==> src/rtl/sensors_scan_ctrl_if.sv <==
// Shared request/acknowledge sensor bus between the scan sequencer (master) and
// the sensor mux (slave).
interface sensors_scan_ctrl_if #(
   parameter int unsigned DATA_WIDTH = 8
);
   logic [1:0]            sens_sel;
   logic                  sens_req;
   logic                  sens_ack;
   logic [DATA_WIDTH-1:0] sens_data;

   modport master (output sens_sel, output sens_req, input sens_ack, input sens_data);
   modport slave  (input sens_sel, input sens_req, output sens_ack, output sens_data);
endinterface

==> src/rtl/sensors_scan_ctrl.sv <==
// Polls four distance sensors over a shared req/ack bus, feeds sensors_input and
// registers its height with a valid pulse. Optional macro: CONTINUOUS_SCAN_EN.
module sensors_scan_ctrl #(
   parameter int unsigned DATA_WIDTH = 8,
   parameter int unsigned TIMEOUT    = 15
) (
   input  logic                  clk,
   input  logic                  rst,
   input  logic                  start,
   sensors_scan_ctrl_if.master   bus,
   output logic [DATA_WIDTH-1:0] sensor1,
   output logic [DATA_WIDTH-1:0] sensor2,
   output logic [DATA_WIDTH-1:0] sensor3,
   output logic [DATA_WIDTH-1:0] sensor4,
   input  logic [DATA_WIDTH-1:0] height_in,
   output logic [DATA_WIDTH-1:0] height,
   output logic                  height_valid,
   output logic                  busy,
   output logic                  timeout_err
);

   localparam logic [7:0] CNT_LAST = 8'(TIMEOUT - 1);

   typedef enum logic [2:0] {StIdle, StReq, StGap, StSettle, StCapture} state_e;

   state_e                state_q, state_d;
   logic [1:0]            sel_q, sel_d;
   logic [7:0]            cnt_q, cnt_d;
   logic                  terr_q, terr_d;
   logic                  valid_q, valid_d;
   logic [DATA_WIDTH-1:0] height_q;
   logic [DATA_WIDTH-1:0] sens_q [4];
   logic                  wr_en;
   logic [DATA_WIDTH-1:0] wr_data;

`ifdef CONTINUOUS_SCAN_EN
   logic unused_start;
   assign unused_start = start;
`endif

   always_comb begin
      state_d = state_q;
      sel_d   = sel_q;
      cnt_d   = cnt_q;
      terr_d  = terr_q;
      valid_d = 1'b0;
      wr_en   = 1'b0;
      wr_data = '0;
      unique case (state_q)
         StIdle: begin
`ifdef CONTINUOUS_SCAN_EN
            state_d = StReq;
            sel_d   = 2'd0;
            cnt_d   = 8'd0;
            terr_d  = 1'b0;
`else
            if (start) begin
               state_d = StReq;
               sel_d   = 2'd0;
               cnt_d   = 8'd0;
               terr_d  = 1'b0;
            end
`endif
         end
         StReq: begin
            // Ack has priority over a timeout landing on the same edge.
            if (bus.sens_ack) begin
               wr_en   = 1'b1;
               wr_data = bus.sens_data;
               state_d = (sel_q == 2'd3) ? StSettle : StGap;
            end else if (cnt_q == CNT_LAST) begin
               wr_en   = 1'b1;
               terr_d  = 1'b1;
               state_d = (sel_q == 2'd3) ? StSettle : StGap;
            end else begin
               cnt_d = cnt_q + 8'd1;
            end
         end
         StGap: begin
            sel_d   = sel_q + 2'd1;
            cnt_d   = 8'd0;
            state_d = StReq;
         end
         StSettle: begin
            // Height is loaded on this edge so it lines up with the valid pulse.
            valid_d = 1'b1;
            state_d = StCapture;
         end
         StCapture: begin
            sel_d = 2'd0;
            cnt_d = 8'd0;
`ifdef CONTINUOUS_SCAN_EN
            terr_d  = 1'b0;
            state_d = StReq;
`else
            state_d = StIdle;
`endif
         end
         default: state_d = StIdle;
      endcase
   end

   always_ff @(posedge clk or posedge rst) begin
      if (rst) begin
         state_q  <= StIdle;
         sel_q    <= 2'd0;
         cnt_q    <= 8'd0;
         terr_q   <= 1'b0;
         valid_q  <= 1'b0;
         height_q <= '0;
         for (int i = 0; i < 4; i++) sens_q[i] <= '0;
      end else begin
         state_q <= state_d;
         sel_q   <= sel_d;
         cnt_q   <= cnt_d;
         terr_q  <= terr_d;
         valid_q <= valid_d;
         if (wr_en) sens_q[sel_q] <= wr_data;
         if (state_q == StSettle) height_q <= height_in;
      end
   end

   assign bus.sens_sel  = sel_q;
   assign bus.sens_req  = (state_q == StReq);
   assign busy          = (state_q != StIdle);
   assign sensor1       = sens_q[0];
   assign sensor2       = sens_q[1];
   assign sensor3       = sens_q[2];
   assign sensor4       = sens_q[3];
   assign height        = height_q;
   assign height_valid  = valid_q;
   assign timeout_err   = terr_q;

endmodule

==> src/flat_wrapper.sv <==
// flat-port wrapper written by rule: the top's interface ports become plain ports
module sensors_scan_ctrl_flat 
#(
   parameter int unsigned DATA_WIDTH = 8,
   parameter int unsigned TIMEOUT    = 15
)
  (clk, rst, start, sensor1, sensor2, sensor3, sensor4, height_in, height, height_valid, busy, timeout_err, bus_sens_sel, bus_sens_req, bus_sens_ack, bus_sens_data);
  sensors_scan_ctrl_if #(.DATA_WIDTH(DATA_WIDTH)) bus_i ();
  input  logic clk;
  input  logic rst;
  input  logic start;
  output logic [DATA_WIDTH-1:0] sensor1;
  output logic [DATA_WIDTH-1:0] sensor2;
  output logic [DATA_WIDTH-1:0] sensor3;
  output logic [DATA_WIDTH-1:0] sensor4;
  input  logic [DATA_WIDTH-1:0] height_in;
  output logic [DATA_WIDTH-1:0] height;
  output logic height_valid;
  output logic busy;
  output logic timeout_err;
  output wire logic [$bits(bus_i.sens_sel)-1:0] bus_sens_sel;
  output wire logic [$bits(bus_i.sens_req)-1:0] bus_sens_req;
  input wire logic [$bits(bus_i.sens_ack)-1:0] bus_sens_ack;
  input wire logic [$bits(bus_i.sens_data)-1:0] bus_sens_data;
  assign bus_sens_sel = bus_i.sens_sel;
  assign bus_sens_req = bus_i.sens_req;
  assign bus_i.sens_ack = bus_sens_ack;
  assign bus_i.sens_data = bus_sens_data;
  sensors_scan_ctrl #(.DATA_WIDTH(DATA_WIDTH), .TIMEOUT(TIMEOUT)) u_core (.clk(clk), .rst(rst), .start(start), .bus(bus_i), .sensor1(sensor1), .sensor2(sensor2), .sensor3(sensor3), .sensor4(sensor4), .height_in(height_in), .height(height), .height_valid(height_valid), .busy(busy), .timeout_err(timeout_err));
endmodule
==> config.mk <==
export PLATFORM = sky130hd
export DESIGN_NAME = sensors_scan_ctrl_flat
export DESIGN_NICKNAME = d
export VERILOG_FILES = /design/src/rtl/sensors_scan_ctrl_if.sv /design/src/rtl/sensors_scan_ctrl.sv /design/src/flat_wrapper.sv
export SDC_FILE = /design/constraint.sdc
export NUM_CORES = 1
export LEC_CHECK = 0
export BUFFER_PORTS_ARGS = -buffer_cell sky130_fd_sc_hd__buf_4
export CAP_MARGIN = 20
export CELL_PAD_IN_SITES_DETAIL_PLACEMENT = 0
export CELL_PAD_IN_SITES_GLOBAL_PLACEMENT = 1
export CORE_ASPECT_RATIO = 0.5
export CORE_MARGIN = 5
export CORE_UTILIZATION = 40
export CTS_BUF_LIST = sky130_fd_sc_hd__clkbuf_16
export DETAILED_ROUTE_END_ITERATION = 10
export PLACE_DENSITY_LB_ADDON = 0.08
export SLEW_MARGIN = 20
export SYNTH_ARGS = -nofsm -noshare
export SYNTH_HDL_FRONTEND = slang
export SYNTH_SLANG_ARGS = --single-unit
export TNS_END_PERCENT = 20
==> constraint.sdc <==
create_clock -name clk -period 2.1 [get_ports clk]
set_input_delay 0.105 -clock clk [delete_from_list [all_inputs] [get_ports clk]]
set_output_delay 0.105 -clock clk [all_outputs]
set_load 0.02 [all_outputs]
==> qor.tcl, run 1 <==
set qor(status) {finished clean}
set qor(layout.filler_cells) 539
set qor(port-buffer-count) 65
set qor(area.growth.synth_to_final_pct) 30.7
set qor(vias_per_cell) 5.21
set qor(cts_inserted_buffers) 5
set qor(timing.final.max_slew_violations) 0
set qor(vias) 1819
set qor(critPathMaxFanout) 11
set qor(final_min_period_over_clock_period) 0.902
set qor(fin_setup_tns_ns) 0
set qor(crit_required_ns) 2.31
set qor(post_synth_and_or_nand_nor_area_fraction) 0.159
set qor(final.min_clock_period_ns) 1.89
set qor(seqCellArea_um2) 1380
set qor(synth-adder-area-share) 0.0311
set qor(multi_input_comb_area_um2) 940
set qor(vdd_ir_drop_max_uv) 547
set qor(async_flop_share) 1.00
set qor(tightest_slew_ns) 0.454
set qor(grtUsageTotal) 0.160
set qor(post-dp-hpwl_um) 3980
set qor(grt_first_pass_wirelength_um) 9650
set qor(initial_core_util) 0.406
set qor(worst-endpoint-arrival_ns) 2.10
set qor(largest_family_of_logic_cells_by_synthesized_area) {compound AO/OA/AOI/OAI gates}
set qor(synth.ff_latch_count) 55
set qor(drtIter0Drc) 107
set qor(cts.root.buffer_cell) {sky130_fd_sc_hd__clkbuf_16}
set qor(clkTransAtPathRegs_ns) 0.07
set qor(drt_pre_antenna_iters) 4
set qor(wire_length_per_cell_after_detailed_routing_um) 16.2
set qor(gp_congestion) 0.717
set qor(synth.yosys.seq_area_share) 0.569
set qor(post-route-drc-count) 0
set qor(grt_start_max_net_pins) 56
set qor(first_global_vias) 1842
set qor(synth.avg_cell_area_um2) 12.0
set qor(hold_path.class) {primary input to register}
set qor(cts.sinks) 55
set qor(netlist_area_um2) 2420
set qor(crit_type) {register to register}
set qor(synthMuxAreaShare) 0
set qor(fin_worst_skew_ns) 0.00590
set qor(synth_flop_cell) {sky130_fd_sc_hd__dfrtp_1}
set qor(gr-total-overflow) 0
set qor(final-hold-violation-count) 0
set qor(worst_skew_pair.late_latency_ns) 0.30
set qor(tritoncts) {built}
set qor(setup_slack_ns) 0.205
set qor(post_synth_num_cell_types) 38
set qor(fp.dieW_um) 120
set qor(layout.nets) 297
set qor(totalPowerFinal_w) 0.00467
set qor(h-tree-depth) 2
set qor(cellLeakagePower_nw) 1.56
set qor(drive_gt1_frac) 0.342
set qor(routed_wl_um) 5650
set qor(die_y_um) 65.0
set qor(synth_xor_xnor_area_share) 0
set qor(synth.top_cells.by_area) {sky130_fd_sc_hd__dfrtp_1 57%, sky130_fd_sc_hd__a22o_1 12%, sky130_fd_sc_hd__nand2_1 4.7%}
set qor(synth_edf_count) 0
set qor(synth_fp_nets) 227
set qor(max-clock-path-buffers) 2
set qor(number_of_max_cap_violations) 0
set qor(max_clock_freq_ghz) 0.528
set qor(synthDominantAreaCellType) {sky130_fd_sc_hd__dfrtp_1}
set qor(final_core_util) 0.530
set qor(antennaDiodeCount) 0
set qor(setup_viol) 0
set qor(coreArea_um2) 5960
set qor(critical_path.startpoint_type) {register}
set qor(synth_compound_gate_area_share) 0.198
set qor(slew-limit-headroom) 0.697
set qor(synthDominantCellAreaShare) 0.569
set qor(floorplan.rows) 20
set qor(rsz0062_at_grt) {false}
set qor(pre_cts_slack_ns) 0.200
set qor(route.antenna.remaining_nets) 0
set qor(cp-end-kind) {register}
set qor(postSynthCellCount) 201
set qor(pin_count) 66
set qor(yosys_warnings) 0
set qor(dieArea_um2) 7790
set qor(power_density_nw_per_um2) 1480
set qor(number_of_antenna_violations_at_the_first_check_in_global_routing) 0
## what timing repair did
item	CTS	global route
buffers inserted	0	0
hold buffers	4	0
endpoints found under the setup margin	0	0
hold endpoints to repair	58	0
gates resized for setup	0	0
## per-layer routing
layer,track usage,part of all wire,routed length (µm)
met5,0,0,0
met4,0.0471,0.0073,41
met3,0.0549,0.054,304
met1,0.214,0.47,2660
met2,0.246,0.47,2640
## cells in the final DEF, fill, tap and decap left out, drive strengths merged, types with 2 or more instances in the layout
cell         count
a21oi            4
a22o            33
a31o             2
a31oi            2
and3             4
buf             68
clkbuf           5
dfrtp           55
dlygate4sd3      4
ha               6
inv             10
nand2           30
nand3           12
nand3b           2
nor2             4
nor3             3
o211ai           2
o21ai            9
## Yosys cell counts, types with 3 or more instances
| master | number |
|---|---|
| sky130_fd_sc_hd__nand3_1 | 8 |
| sky130_fd_sc_hd__buf_4 | 3 |
| sky130_fd_sc_hd__dfrtp_1 | 55 |
| sky130_fd_sc_hd__nor3_1 | 3 |
| sky130_fd_sc_hd__ha_1 | 6 |
| sky130_fd_sc_hd__buf_2 | 4 |
| sky130_fd_sc_hd__nand3_4 | 4 |
| sky130_fd_sc_hd__nand2_1 | 30 |
| sky130_fd_sc_hd__a21oi_1 | 4 |
| sky130_fd_sc_hd__inv_1 | 8 |
| sky130_fd_sc_hd__a22o_1 | 33 |
| sky130_fd_sc_hd__o21ai_0 | 8 |
| sky130_fd_sc_hd__nor2_1 | 4 |
## flip-flops by register name, indices dropped and copies added (netlist names)
| name | flops |
|---|---|
| u_core.cnt_q | 8 |
| u_core.height | 8 |
| u_core.sensor1 | 8 |
| u_core.sensor2 | 8 |
| u_core.sensor3 | 8 |
| u_core.sensor4 | 8 |
| u_core.state_q | 3 |
| u_core.bus.sens_sel | 2 |
| u_core.height_valid | 1 |
| u_core.timeout_err | 1 |
## area by class of cell
type	instances	share of cell area
Clock buffer	5	0.0396
Clock inverter	3	0.00792
Inverter	9	0.0107
Multi-Input combinational cell	128	0.297
Sequential cell	55	0.436
Tap cell	77	0.0305
Timing Repair Buffer	72	0.178
## worst paths after layout
check	from	endpoint	slack, ns	cells after the start
hold / removal	height_in[7]	u_core.height[7]	0.0002	3
setup reg to reg	u_core.cnt_q[0]	u_core.cnt_q[4]	0.21	6
min in group asynchronous	rst	u_core.height[2]	0.42	4
max in group asynchronous	rst	u_core.sensor2[4]	1.44	4
setup / recovery	u_core.cnt_q[0]	u_core.cnt_q[4]	0.21	6
hold reg to reg	u_core.height[6]	u_core.height[6]	0.48	2
## cell families after synthesis
group | count (synthesis)
compound gates | 60
fa+ha+maj | 6
buf+inv | 18
flops | 55
simple gates | 62
## critical path, stage by stage, from the launching register on
cell and delay [ns]:
sky130_fd_sc_hd__dfrtp_1 0.43, sky130_fd_sc_hd__inv_1 0.08, sky130_fd_sc_hd__ha_1 0.13, sky130_fd_sc_hd__or3b_4 0.41, sky130_fd_sc_hd__o21ai_2 0.38, sky130_fd_sc_hd__nand2_1 0.17, sky130_fd_sc_hd__o221ai_1 0.22
## stage by stage
step                hold WS [ns]  cell area (µm²)  std cells
floorplan                  0.210             2420        201
global placement           0.188             2970        337
detailed placement         0.192             2970        337
CTS                      0.00164             3160        349
global route             0.00596             3160        349
finish                  0.000238             3160        349
## where the power goes
group | leakage [nW] | switching (W) | total, W | internal, W
Sequential | 0.715 | 0.000336 | 0.00179 | 0.00145
Clock | 0.0708 | 0.000401 | 0.000853 | 0.000451
Combinational | 0.775 | 0.00111 | 0.00203 | 0.000926
Total | 1.56 | 0.00184 | 0.00467 | 0.00283
(Power assumes the default switching activity.)
==> run 2: changes to the inputs <==
- PLACE_DENSITY: not set -> 0.89
- PLACE_DENSITY_LB_ADDON: 0.08 -> not set
==> qor.tcl, run 2 (synthesized netlist as in run 1, its figures left out) <==
set qor(gp_congestion) 0.783
set qor(crit_required_ns) 2.00
set qor(reg2reg_slack_ns) 0.24
set qor(vias) 1870
set qor(final.min_clock_period_ns) 1.90
set qor(routed_wl_um) 5540
set qor(critical_path.startpoint_type) {register}
set qor(post-route-drc-count) 0
set qor(cp-end-kind) {output port}
set qor(fin_worst_skew_ns) 0.0103
set qor(layout_commonest_cell) {sky130_fd_sc_hd__buf_4}
set qor(wire_length_per_cell_after_detailed_routing_um) 15.9
set qor(final-hold-violation-count) 0
set qor(post-dp-hpwl_um) 4120
set qor(dieArea_um2) 7790
set qor(cts.root.buffer_cell) {sky130_fd_sc_hd__clkbuf_16}
set qor(final_cell_mix) {69 x sky130_fd_sc_hd__buf_4, 55 x sky130_fd_sc_hd__dfrtp_1, 33 x sky130_fd_sc_hd__a22o_1}
set qor(timing.final.max_slew_violations) 0
set qor(max_clock_freq_ghz) 0.525
set qor(critical_path.slowest_cell) {sky130_fd_sc_hd__nor3b_4}
set qor(first_global_vias) 1900
set qor(cp_slowest_stage_delay_ns) 0.56
set qor(critPathMaxFanout) 11
set qor(totalPowerFinal_w) 0.00468
set qor(grt_start_max_net_pins) 23
set qor(die_y_um) 65.0
set qor(area.growth.synth_to_final_pct) 29.8
set qor(vias_per_cell) 5.37
set qor(layout.filler_cells) 522
set qor(vdd_ir_drop_max_uv) 471
set qor(worst_skew_pair.late_latency_ns) 0.29
set qor(gr-total-overflow) 0
set qor(drtIter0Drc) 141
set qor(final_area_um2) 3140
set qor(initial_core_util) 0.406
set qor(port-buffer-count) 65
set qor(power_density_nw_per_um2) 1490
set qor(h-tree-depth) 2
set qor(min-delay-start) {height_in[4]}
set qor(grtUsageTotal) 0.145
set qor(coreArea_um2) 5960
set qor(crit_buf_inv) 2
set qor(path_cells) {nor3b_4 > buf_4 > buf_4}
set qor(final_core_util) 0.527
set qor(max-clock-path-buffers) 2
set qor(worst-endpoint-arrival_ns) 1.80
set qor(grt_first_pass_wirelength_um) 9180
set qor(fp.dieW_um) 120
set qor(clkTransAtPathRegs_ns) 0.07
set qor(placed_cell_area_um2) 2960
set qor(setup_viol) 0
set qor(hold_path.class) {primary input to register}
set qor(route.antenna.remaining_nets) 0
set qor(cts.sinks) 55
set qor(slew-limit-headroom) 0.614
set qor(floorplan.rows) 20
set qor(drt_pre_antenna_iters) 4
set qor(most_numerous_cell_on_the_critical_path) {sky130_fd_sc_hd__buf_4}
set qor(postCtsSetupBuffers) 0
set qor(antennaDiodeCount) 0
set qor(fin_setup_tns_ns) 0
set qor(number_of_antenna_violations_at_the_first_check_in_global_routing) 0
set qor(tightest_slew_ns) 0.578
set qor(drive_gt1_frac) 0.347
set qor(tritoncts) {built}
set qor(worstSetupStartpoint) {u_core.state_q[2]}
set qor(number_of_max_cap_violations) 0
set qor(rsz0062_at_grt) {false}
set qor(status) {finished clean}
set qor(layout.nets) 296
set qor(cts_inserted_buffers) 5
set qor(crit_type) {register to output port}
set qor(final_min_period_over_clock_period) 0.907
set qor(timing.rr.start) {u_core.cnt_q[0]}
set qor(pin_count) 66
set qor(cellLeakagePower_nw) 1.55
set qor(critical-path-top-delay-family) {simple AND/OR/NAND/NOR gates}
[run 2: what timing repair did]
item,4_1_cts,5_1_grt
hold buffers,1,1
endpoints found under the hold margin,17,1
gates resized for setup,0,0
[run 2: layout make-up]
class | count | area [µm²] | share of cell area
Tap cell | 77 | 96.3 | 0.0307
Timing Repair Buffer | 71 | 538 | 0.172
Sequential cell | 55 | 1380 | 0.439
Inverter | 9 | 33.8 | 0.0108
Clock inverter | 3 | 27.5 | 0.00878
Clock buffer | 5 | 125 | 0.0399
Multi-Input combinational cell | 128 | 940 | 0.300
[run 2: per-stage QoR]
step	worst slack, ns	std cells	hold slack (ns)
after CTS	0.204	347	0.00156
after global routing	0.107	348	0.00828
after floorplan	0.403	201	0.210
after global placement	0.313	338	0.125
after detailed placement	0.242	338	0.130
final	0.195	348	0.000580
[run 2: tightest hold or removal path, stage by stage]
cell	delay [ns]
sky130_fd_sc_hd__buf_4	0.07
sky130_fd_sc_hd__nand2_1	0.04
sky130_fd_sc_hd__nand2_1	0.05
[run 2: path summary, 6_finish.rpt]
| check | end | depth (start not counted) |
|---|---|---|
| max reg2reg | u_core.sensor3[3] | 6 |
| min | u_core.height[4] | 3 |
| min in group asynchronous | u_core.sensor1[3] | 3 |
| max in group asynchronous | u_core.sensor2[5] | 4 |
| min reg2reg | u_core.height[2] | 2 |
| max | bus_sens_req | 3 |
[run 2: report_power, final]
| group | total, W | internal [W] | switching [W] |
|---|---|---|---|
| registers | 0.00181 | 0.00145 | 0.000353 |
| clock network | 0.000849 | 0.000453 | 0.000396 |
| logic | 0.00202 | 0.000916 | 0.00111 |
| total | 0.00468 | 0.00282 | 0.00185 |
[run 2: metal layers]
| metal | vias to the layer above | wire (µm) | track usage |
|---|---|---|---|
| met5 | - | 0 | 0 |
| met4 | 0 | 83 | 0.0442 |
| met3 | 9 | 352 | 0.0384 |
| met2 | 56 | 2640 | 0.245 |
| met1 | 930 | 2470 | 0.185 |
| li1 | 875 | - | - |
==> run 3: changes to the inputs <==
- MAX_ROUTING_LAYER: not set -> met4
- SETUP_SLACK_MARGIN: not set -> 0.05
==> qor.tcl, run 3 (synthesized netlist as in run 1, its figures left out) <==
set qor(tritoncts) {built}
set qor(fin_setup_tns_ns) 0
set qor(setup_viol) 0
set qor(wire_length_per_cell_after_detailed_routing_um) 15.9
set qor(number_of_max_cap_violations) 0
set qor(critPathMaxFanout) 11
set qor(area.growth.synth_to_final_pct) 29.8
set qor(cp_slowest_stage_delay_ns) 0.56
set qor(path_cells) {nor3b_4 > buf_4 > buf_4}
set qor(tightest_slew_ns) 0.577
set qor(worstSetupStartpoint) {u_core.state_q[2]}
set qor(final_cell_mix) {69 x sky130_fd_sc_hd__buf_4, 55 x sky130_fd_sc_hd__dfrtp_1, 33 x sky130_fd_sc_hd__a22o_1}
set qor(layout_commonest_cell) {sky130_fd_sc_hd__buf_4}
set qor(max-clock-path-buffers) 2
set qor(worst_skew_pair.late_latency_ns) 0.29
set qor(drt_pre_antenna_iters) 4
set qor(gp_congestion) 0.794
set qor(cp-end-kind) {output port}
set qor(layout.nets) 296
set qor(timing.rr.start) {u_core.cnt_q[0]}
set qor(most_numerous_cell_on_the_critical_path) {sky130_fd_sc_hd__buf_4}
set qor(grt_start_max_net_pins) 23
set qor(route.antenna.remaining_nets) 0
set qor(antennaDiodeCount) 0
set qor(first_global_vias) 1901
set qor(hold_path.class) {primary input to register}
set qor(power_density_nw_per_um2) 1490
set qor(number_of_antenna_violations_at_the_first_check_in_global_routing) 0
set qor(vdd_ir_drop_max_uv) 466
set qor(crit_required_ns) 2.00
set qor(fp.dieW_um) 120
set qor(gr-total-overflow) 0
set qor(clkTransAtPathRegs_ns) 0.07
set qor(dieArea_um2) 7790
set qor(grtUsageTotal) 0.150
set qor(drtIter0Drc) 140
set qor(fin_worst_skew_ns) 0.00878
set qor(vias_per_cell) 5.38
set qor(final-hold-violation-count) 0
set qor(max_clock_freq_ghz) 0.529
set qor(cts.sinks) 55
set qor(timing.final.max_slew_violations) 0
set qor(final.min_clock_period_ns) 1.89
set qor(status) {finished clean}
set qor(post-dp-hpwl_um) 4120
set qor(pin_count) 66
set qor(routed_wl_um) 5520
set qor(floorplan.rows) 20
set qor(grt_first_pass_wirelength_um) 9190
set qor(initial_core_util) 0.406
set qor(rsz0062_at_grt) {false}
set qor(crit_type) {register to output port}
set qor(vias) 1873
set qor(critical_path.startpoint_type) {register}
set qor(coreArea_um2) 5960
set qor(cts_inserted_buffers) 5
set qor(slew-limit-headroom) 0.615
set qor(totalPowerFinal_w) 0.00467
set qor(drive_gt1_frac) 0.347
set qor(h-tree-depth) 2
set qor(cts.root.buffer_cell) {sky130_fd_sc_hd__clkbuf_16}
set qor(critical_path.slowest_cell) {sky130_fd_sc_hd__nor3b_4}
set qor(worst-endpoint-arrival_ns) 1.79
set qor(min-delay-start) {height_in[4]}
set qor(final_min_period_over_clock_period) 0.901
set qor(port-buffer-count) 65
set qor(cellLeakagePower_nw) 1.55
set qor(die_y_um) 65.0
set qor(post-route-drc-count) 0
==> run 3: cell counts in the layout (fill, tap and decap cells not counted) <==
Identical to the previous run, type by type.
==> run 3: final timing paths <==
path                                     endpoint  slack [ns]  cells after the start
worst max-delay path                 bus_sens_req        0.21                      3
worst min-delay path             u_core.height[4]       0.002                      3
worst max register to register  u_core.sensor1[3]        0.24                      6
worst min register to register   u_core.height[2]        0.48                      2
max in group asynchronous       u_core.sensor2[7]        1.13                      4
min in group asynchronous       u_core.sensor1[3]        0.35                      3
==> run 3: cell type report <==
| class | count | area, µm² |
|---|---|---|
| multi-input combinational | 128 | 940 |
| clock buffer | 5 | 125 |
| fill | 522 | 2820 |
| sequential | 55 | 1380 |
| clock inverter | 3 | 27.5 |
| tap | 77 | 96.3 |
| inverter | 9 | 33.8 |
| timing repair buffer | 71 | 538 |
==> run 3: timing repair <==
action                                 4_1_cts  5_1_grt
endpoints found under the hold margin       17        1
hold buffers                                 1        1
setup buffers                                0        0
resized for setup                            0        0
==> run 3: layer usage <==
metal	vias to the layer above	track usage	part of all wire
met4	0	0.0442	0.013
li1	878	-	-
met5	-	-	0
met2	58	0.246	0.48
met3	8	0.0375	0.056
met1	929	0.185	0.45
==> run 3: worst max-delay path, delay by kind of cell, from the launching register on <==
| kind | cells | cell delay, ns |
|---|---|---|
| and+or+nand+nor | 1 | 0.56 |
| DFF | 1 | 0.53 |
| buffers and inverters | 2 | 0.41 |
==> run 3: where the power goes <==
part           internal [W]  switching, W
combinational      0.000916       0.00110
clock              0.000453      0.000396
sequential          0.00145      0.000353
total               0.00282       0.00185
==> run 3: stage by stage <==
step	utilization	instance area (µm²)	setup slack (ns)	std cells	hold WS, ns
3_5_place_dp	0.498	2960	0.242	338	0.130
6_report	0.527	3140	0.208	348	0.00249
2_1_floorplan	-	2420	0.403	201	0.210
4_1_cts	0.525	3130	0.204	347	0.00156
5_1_grt	0.527	3140	0.107	348	0.00828
3_3_place_gp	0.498	2960	0.313	338	0.125
